$ cat src/rtl/cordic_z_iter_ctrl.sv
// CORDIC Z-path iteration sequencer: feeds +/-atan(2^-i) to an external registered adder, collects direction bits.
// Optional quadrant fold before the first iteration is enabled by defining CORDIC_Z_QUAD_EN.
module cordic_z_iter_ctrl #(
   parameter int N_ITER  = 16,
   parameter int ADD_LAT = 1
) (
   input  logic              C,
   input  logic              RN,
   input  logic              START,
   input  logic [31:0]       Z0,
   output logic              BUSY,
   output logic              DONE,
   output logic [31:0]       Z_OUT,
   output logic              DIR,
   output logic              DIR_V,
   output logic [N_ITER-1:0] DIRS,
   output logic              QFLIP,
   output logic [31:0]       ZA,
   output logic [31:0]       ZB,
   output logic              ZCIN,
   output logic              ZCE,
   input  logic [31:0]       ZS
);

`ifdef CORDIC_Z_QUAD_EN
   typedef enum logic [2:0] {IDLE, PRE, ISSUE, WAIT, FIN} state_t;
   localparam logic [31:0] HALF_PI     = 32'h3243F6A9;
   localparam logic [31:0] NEG_HALF_PI = 32'hCDBC0957;
   localparam logic [31:0] PI          = 32'h6487ED51;
   localparam logic [31:0] NEG_PI      = 32'h9B7812AF;
`else
   typedef enum logic [1:0] {IDLE, ISSUE, WAIT, FIN} state_t;
`endif

   state_t state, next_state;

   logic [31:0]       z_reg;
   logic [4:0]        iter;
   logic [1:0]        wcnt;
   logic [N_ITER-1:0] dirs;
   logic [31:0]       z_out;
   logic              qflip;
   logic              d;
   logic              last_wait;
   logic              last_iter;
   logic [31:0]       rom_val;

   // Rounded atan(2^-i) * 2^29; beyond i=9 the cubic term is below half an LSB.
   function automatic logic [31:0] atan_rom(input logic [4:0] idx);
      case (idx)
         5'd0:    atan_rom = 32'h1921FB54;
         5'd1:    atan_rom = 32'h0ED63383;
         5'd2:    atan_rom = 32'h07D6DD7E;
         5'd3:    atan_rom = 32'h03FAB753;
         5'd4:    atan_rom = 32'h01FF55BB;
         5'd5:    atan_rom = 32'h00FFEAAE;
         5'd6:    atan_rom = 32'h007FFD55;
         5'd7:    atan_rom = 32'h003FFFAB;
         5'd8:    atan_rom = 32'h001FFFF5;
         5'd9:    atan_rom = 32'h000FFFFF;
         default: atan_rom = 32'h2000_0000 >> idx;
      endcase
   endfunction

   assign d         = ~z_reg[31];
   assign rom_val   = atan_rom(iter);
   assign last_wait = (wcnt == 2'(ADD_LAT - 1));
   assign last_iter = (iter == 5'(N_ITER - 1));

   assign BUSY  = (state != IDLE);
   assign Z_OUT = z_out;
   assign DIRS  = dirs;
   assign QFLIP = qflip;

   always_ff @(posedge C) begin
      if (!RN) state <= IDLE;
      else     state <= next_state;
   end

   always_comb begin
      next_state = state;
      DONE  = 1'b0;
      DIR   = 1'b0;
      DIR_V = 1'b0;
      ZA    = 32'd0;
      ZB    = 32'd0;
      ZCIN  = 1'b0;
      ZCE   = 1'b0;
      case (state)
         IDLE: begin
`ifdef CORDIC_Z_QUAD_EN
            if (START) next_state = PRE;
`else
            if (START) next_state = ISSUE;
`endif
         end
`ifdef CORDIC_Z_QUAD_EN
         PRE: next_state = ISSUE;
`endif
         ISSUE: begin
            ZA    = z_reg;
            ZB    = d ? ~rom_val : rom_val;
            ZCIN  = d;
            ZCE   = 1'b1;
            DIR   = d;
            DIR_V = 1'b1;
            next_state = WAIT;
         end
         WAIT: begin
            // z_reg and iter only move on the last WAIT edge, so the operands stay put.
            ZA   = z_reg;
            ZB   = d ? ~rom_val : rom_val;
            ZCIN = d;
            ZCE  = 1'b1;
            if (last_wait) next_state = last_iter ? FIN : ISSUE;
         end
         FIN: begin
            DONE       = 1'b1;
            next_state = IDLE;
         end
         default: next_state = IDLE;
      endcase
   end

   always_ff @(posedge C) begin
      if (!RN) begin
         z_reg <= 32'd0;
         iter  <= 5'd0;
         wcnt  <= 2'd0;
         dirs  <= '0;
         z_out <= 32'd0;
         qflip <= 1'b0;
      end else begin
         case (state)
            IDLE: begin
               if (START) begin
                  z_reg <= Z0;
                  iter  <= 5'd0;
                  wcnt  <= 2'd0;
                  dirs  <= '0;
                  qflip <= 1'b0;
               end
            end
`ifdef CORDIC_Z_QUAD_EN
            PRE: begin
               // One local adder serves both folds: z - pi or z + pi.
               if ($signed(z_reg) > $signed(HALF_PI) || $signed(z_reg) < $signed(NEG_HALF_PI)) begin
                  z_reg <= z_reg + (($signed(z_reg) > $signed(HALF_PI)) ? NEG_PI : PI);
                  qflip <= 1'b1;
               end
            end
`endif
            ISSUE: begin
               wcnt <= 2'd0;
               for (int k = 0; k < N_ITER; k++) begin
                  if (iter == 5'(k)) dirs[k] <= d;
               end
            end
            WAIT: begin
               if (last_wait) begin
                  z_reg <= ZS;
                  iter  <= iter + 5'd1;
                  if (last_iter) z_out <= ZS;
               end else begin
                  wcnt <= wcnt + 2'd1;
               end
            end
            default: ;
         endcase
      end
   end

endmodule
$ cat config.mk
export PLATFORM = sky130hd
export DESIGN_NAME = cordic_z_iter_ctrl
export DESIGN_NICKNAME = d
export VERILOG_FILES = /design/src/rtl/cordic_z_iter_ctrl.sv
export SDC_FILE = /design/constraint.sdc
export NUM_CORES = 1
export LEC_CHECK = 0
export BUFFER_PORTS_ARGS = -buffer_cell sky130_fd_sc_hd__buf_2
export CAP_MARGIN = 0
export CORE_ASPECT_RATIO = 1.2
export CORE_MARGIN = 5
export CORE_UTILIZATION = 45
export CTS_CLUSTER_DIAMETER = 100
export DETAILED_ROUTE_END_ITERATION = 12
export PLACE_DENSITY = 0.7
export SLEW_MARGIN = 20
export SYNTH_ARGS = -nofsm -noshare
export SYNTH_HDL_FRONTEND = slang
export SYNTH_SLANG_ARGS = --single-unit
$ cat constraint.sdc
create_clock -name C -period 2.8 [get_ports C]
set_clock_uncertainty 0.1 [all_clocks]
set_input_delay 0.14 -clock C [delete_from_list [all_inputs] [get_ports C]]
set_output_delay 0.14 -clock C [all_outputs]
set_load 0.01 [all_outputs]
* Word level (Yosys, flattened, before mapping)
Index checks and enable logic that the tools add are counted.
Widths: inputs -> output; s select.
** Word-level totals
- Bits in registers :: 89
- Bits of input ports :: 67
- Output and inout port bits :: 119
- Logic and storage cells :: 131
** Cells by class
- Add/sub/neg operators :: 2
- Equality and inequality tests :: 37
- Shift operators :: 1
- Multiplexer cells :: 40
- Bitwise operators :: 2
- Reduce and logical (&&, ||, !) cells :: 28
** Operator list (number)
- $pmux 32 s10 :: 1
- $mux 32 :: 5
- $pmux 32 s2 :: 1
- $reduce_and 3->1 :: 19
- $eq 5x4->1 const B :: 8
- $ne 2x2->1 const B :: 19
- $not 32->32 :: 1
- $pmux 16 s2 :: 1
- $shr 30x5->32 const A :: 1
- $mux 1 :: 21
- $eq 5x3->1 const B :: 4
- $mux 16 :: 1
- $eq 5x2->1 const B :: 2
- $mux 2 :: 5
- $mux 5 :: 2
- $pmux 5 s2 :: 1
- $pmux 2 s4 :: 1
- $pmux 2 s3 :: 1
- $reduce_bool 2->1 :: 3
- $add 5x1->5 const B :: 1
- $eq 5x1->1 const B :: 1
- $logic_not 5->1 :: 1
- $eq 2x2->1 const B :: 2
- $logic_not 2->1 :: 2
- 6 further kinds :: 6

* Logic depth before layout (Yosys ltp)
- Depth in word-level cells :: 5
- Depth in mapped cells :: 10
- Mapped depth without buffers :: 7

* Least setup slack after synthesis
No wires, ideal clock.
- Kind :: reg2reg
- Start point :: register iter[3]
- End point :: register z_out[10] (netlist: Z_OUT[10])
- Library setup time :: 0.076 ns
- Data arrival time :: 1.949 ns
- Required time :: 2.624 ns
- Path slack :: 0.675 ns
- Cell stages (with the launch flop) :: 11
- Buffers on the path :: 5
- Clock period less this slack :: 2.125 ns
- Cells stage by stage :: dfxtp_1 -> buf_4 -> buf_2 -> buf_2 -> and3_1 -> ha_1 -> and3_1 -> clkbuf_1 -> clkbuf_1 -> nand2_1 -> a21boi_0
** On the way
- Longest elaborated chain between the ends :: 2
** Ends and longest elaborated chain
- start: declaration :: line 38 : logic [4:0] iter;
- start signal: assignment :: line 162 : iter <= iter + 5'd1;
- $eq 5x4->1 :: line 68 : assign last_iter = (iter == 5'(N_ITER - 1));
- $reduce_and 3->1 (no line)
- end signal: assignment :: line 131 : z_out <= 32'd0;
- end signal: assignment :: line 163 : if (last_iter) z_out <= ZS;
- end: declaration :: line 41 : logic [31:0] z_out;
Every way passes these cells.
A chain may end at the register's enable or synchronous reset.

* Worst setup path after layout
- Start point :: register iter[0]
- End point :: output ZB[19]
** On the way
- Longest elaborated chain between the ends :: 5
- Elaborated cells on any way between the ends :: 15
- Classes of those cells :: 9 x eq/ne; 1 x shift; 3 x mux; 1 x bitwise; 1 x reduce/logical
** Ends and longest elaborated chain
- $shr 30x5->32 (tied with other cells) :: line 61 : default: atan_rom = 32'h2000_0000 >> idx;
- $pmux 32 s10 (*) :: line 50 : case (idx)
- $not 32->32 :: line 102, 112
- $mux 32 (*) :: line 102, 112
- $mux 32 (*)
- end: declaration :: line 19 : output logic [31:0] ZB,
Mark *: on every way between the ends. The rest lies on a longest branch, timed or not.

==> impl_metrics.ini <==
[setup_path]
worstSetupPathType = reg -> out
cp.required_ps = 2560
crit_top_cell = mux2i_1
path_max_fanout = 14
worstPathCellList = inv_1, ha_2, nor3_2, nor3_1, a211oi_1, mux2i_1, mux2i_1, buf_2
endpoint_kind = output port
crit_buf_inv = 2
path_delay_family = simple AND/OR/NAND/NOR gates
max_stage_delay_ps = 390
reg2regPathDepth = 7
critical_path.startpoint_type = flip-flop
arrival_ps = 2410
rrSetupSlack_ps = 550
timing.rr.start = state[1]
critical_path.slowest_cell = nor3_2
timing.rr.end = DIRS[15]

[timing]
fin_crit_sh_pct = 94.5
worst_slew_pin_slew_ps = 813
report.final.setup_viol = 0
hold_viol_final = 0
slew_headroom_pct = 45.8
maxSlewViolCount = 0
rsz0062_at_grt = yes
holdWs_ps = 41.9
period_needed_ps = 2650
max_freq_ghz = 0.378

[cts]
cts_tree = built
cts_buffers = 9
cts_sinks = 89
clockBufferDepth = 2
cts_root_buf = clkbuf_16
clkLatencyLatePin_ps = 340
clkTransAtPathRegs_ps = 70
cts_max_level = 3

[drt]
first_iter_violations = 300
drc_errors = 0
vias = 5596
drtPass1Iterations = 5
route.antenna.remaining_nets = 0
vias_per_cell = 5.36
wl_um = 16800
wl_per_cell_um = 16.1

[power_and_ir_drop]
irDropWorstVdd_mv = 0.370
cellLeakagePower_nw = 3.45
finalPower_mw = 4.49
p_per_area_nw_per_um2 = 630

[floorplan]
core-area_um2 = 12000
ioPinCount = 186
fp.dieArea_um2 = 14500
die_w_um = 111
die_h_um = 131
start_util_pct = 45.7
rows = 44

[logic_synthesis]
synth_edf_count = 0
postSynth.asyncResetShare_pct = 0
synth_ff_type = dfxtp_1
synth_nets = 770
synth-seq-cells = 89
synth_warnings = 0
netlist_area_um2 = 5480
seq_area_frac_synth_pct = 32.5
yosys.cell_types.count = 54
synth_area_per_cell_um2 = 7.94
synthCells = 690

[cells_and_area]
finalNonFillerCells = 1044
nNetsFinal = 958
syn2layout_area_growth_pct = 30.0
drive_above_1_share_pct = 26.9

[global_route]
grt_max_degree = 90
grt_use_total_pct = 22.5
antenna_found_initial = 1
grt_pass1_wl_um = 26800
grt_pass1_vias = 5370
grt_overflow = 0

[run]
max_cap_violations = 0

[place]
placedCellCount = 996
hpwl_um = 11600
numPortBuffers = 184
routabilityCongestion = 0.974

[worst_hold_path]
hold_end = z_reg[20]
min_from = Z0[20]
hp-class = in -> reg
hold_depth = 4

[run_status]
status = finished, final reports clean
[power breakdown]
part           switching, mW  total, mW  internal (mW)
combinational           1.03       1.79          0.753
sequential            0.0771       1.49           1.41
clock                  0.523       1.22          0.692
[synth_stat cells, drive strengths merged (13+ instances only)]
cell type  instances  share of area [%]
nand2            130                8.9
a21boi            37                5.1
a21oi             21                1.9
and2              54                6.2
nor2              22                1.6
buf               31                3.1
o21ai             38                3.5
ha                13                3.0
inv               21                1.4
nor2b             19                2.2
xnor2             13                2.1
o211a             32                5.8
dfxtp             89                 33
mux2i             50                9.1
nor3              14                1.7
clkbuf            28                1.9
[repair_timing]
item / CTS / global route
endpoints found under the setup margin: 5 / 3
setup buffers: 0 / 0
hold endpoints to repair: 32 / 0
resized for setup: 3 / 4
hold buffers: 32 / 0
[metal layers]
metal | GRT usage, % | wire (um)
met5 | 0 | 0
met4 | 10.4 | 602
met3 | 5.67 | 1140
met2 | 39.0 | 8130
met1 | 26.4 | 6890
[stage by stage]
stage / instance area [um^2] / setup WS, ps / util (%) / TNS, ps
2_1_floorplan: 5480 / 675 / - / 0
3_3_place_gp: 6490 / 326 / 54.1 / 0
3_5_place_dp: 6490 / 298 / 54.1 / 0
4_1_cts: 7110 / 38.7 / 59.3 / 0
5_1_grt: 7130 / -6.12 / 59.4 / -6.12
6_report: 7130 / 154 / 59.4 / 0
[kinds of logic after synthesis]
kind of cell / synth area share, %
AND/OR/NAND/NOR: 24.0
AO/OA/AOI/OAI: 22.7
adder cells (fa/ha/maj): 2.97
XOR/XNOR: 2.08
flip-flops: 32.5
multiplexers: 9.13
buffers and inverters: 6.51
other: 0.0684
[how the worst max path moves through the flow]
stage	startpoint	end	slack, ps	cells after the start
2_1_floorplan	iter[3]	Z_OUT[10]	680	10
3_3_place_gp	iter[0]	ZB[19]	330	8
3_5_place_dp	iter[0]	ZB[19]	300	8
4_1_cts	iter[1]	ZB[19]	40	7
5_1_grt	iter[0]	ZB[19]	-6	8
6_report	iter[0]	ZB[19]	150	8
[cell usage in the layout (no fill, tap or decap), types with 11 or more instances in the layout]
master and n:
nor2b_1 19, xnor2_1 13, nand2_1 129, o211a_1 32
nor3_1 11, buf_2 184, inv_1 20, nor2_1 18
mux2i_1 50, buf_4 19, o21ai_0 36, a21oi_1 21
dfxtp_1 89, and2_1 54, a21boi_0 37, dlygate4sd3_1 32
[worst min-delay path, stage by stage]
cell and delay (ps):
buf_2 70, mux2i_1 50, nand2_1 60, o211a_1 130
[cell type report]
class | instances | area (um^2)
antenna | 1 | 2.50
clock buffer | 9 | 225
clock inverter | 6 | 67.6
fill | 1164 | 4880
inverter | 21 | 78.8
multi-input combinational | 521 | 3360
sequential | 89 | 1780
tap | 161 | 201
timing repair buffer | 236 | 1400
Power figures use the tool's default switching activity.
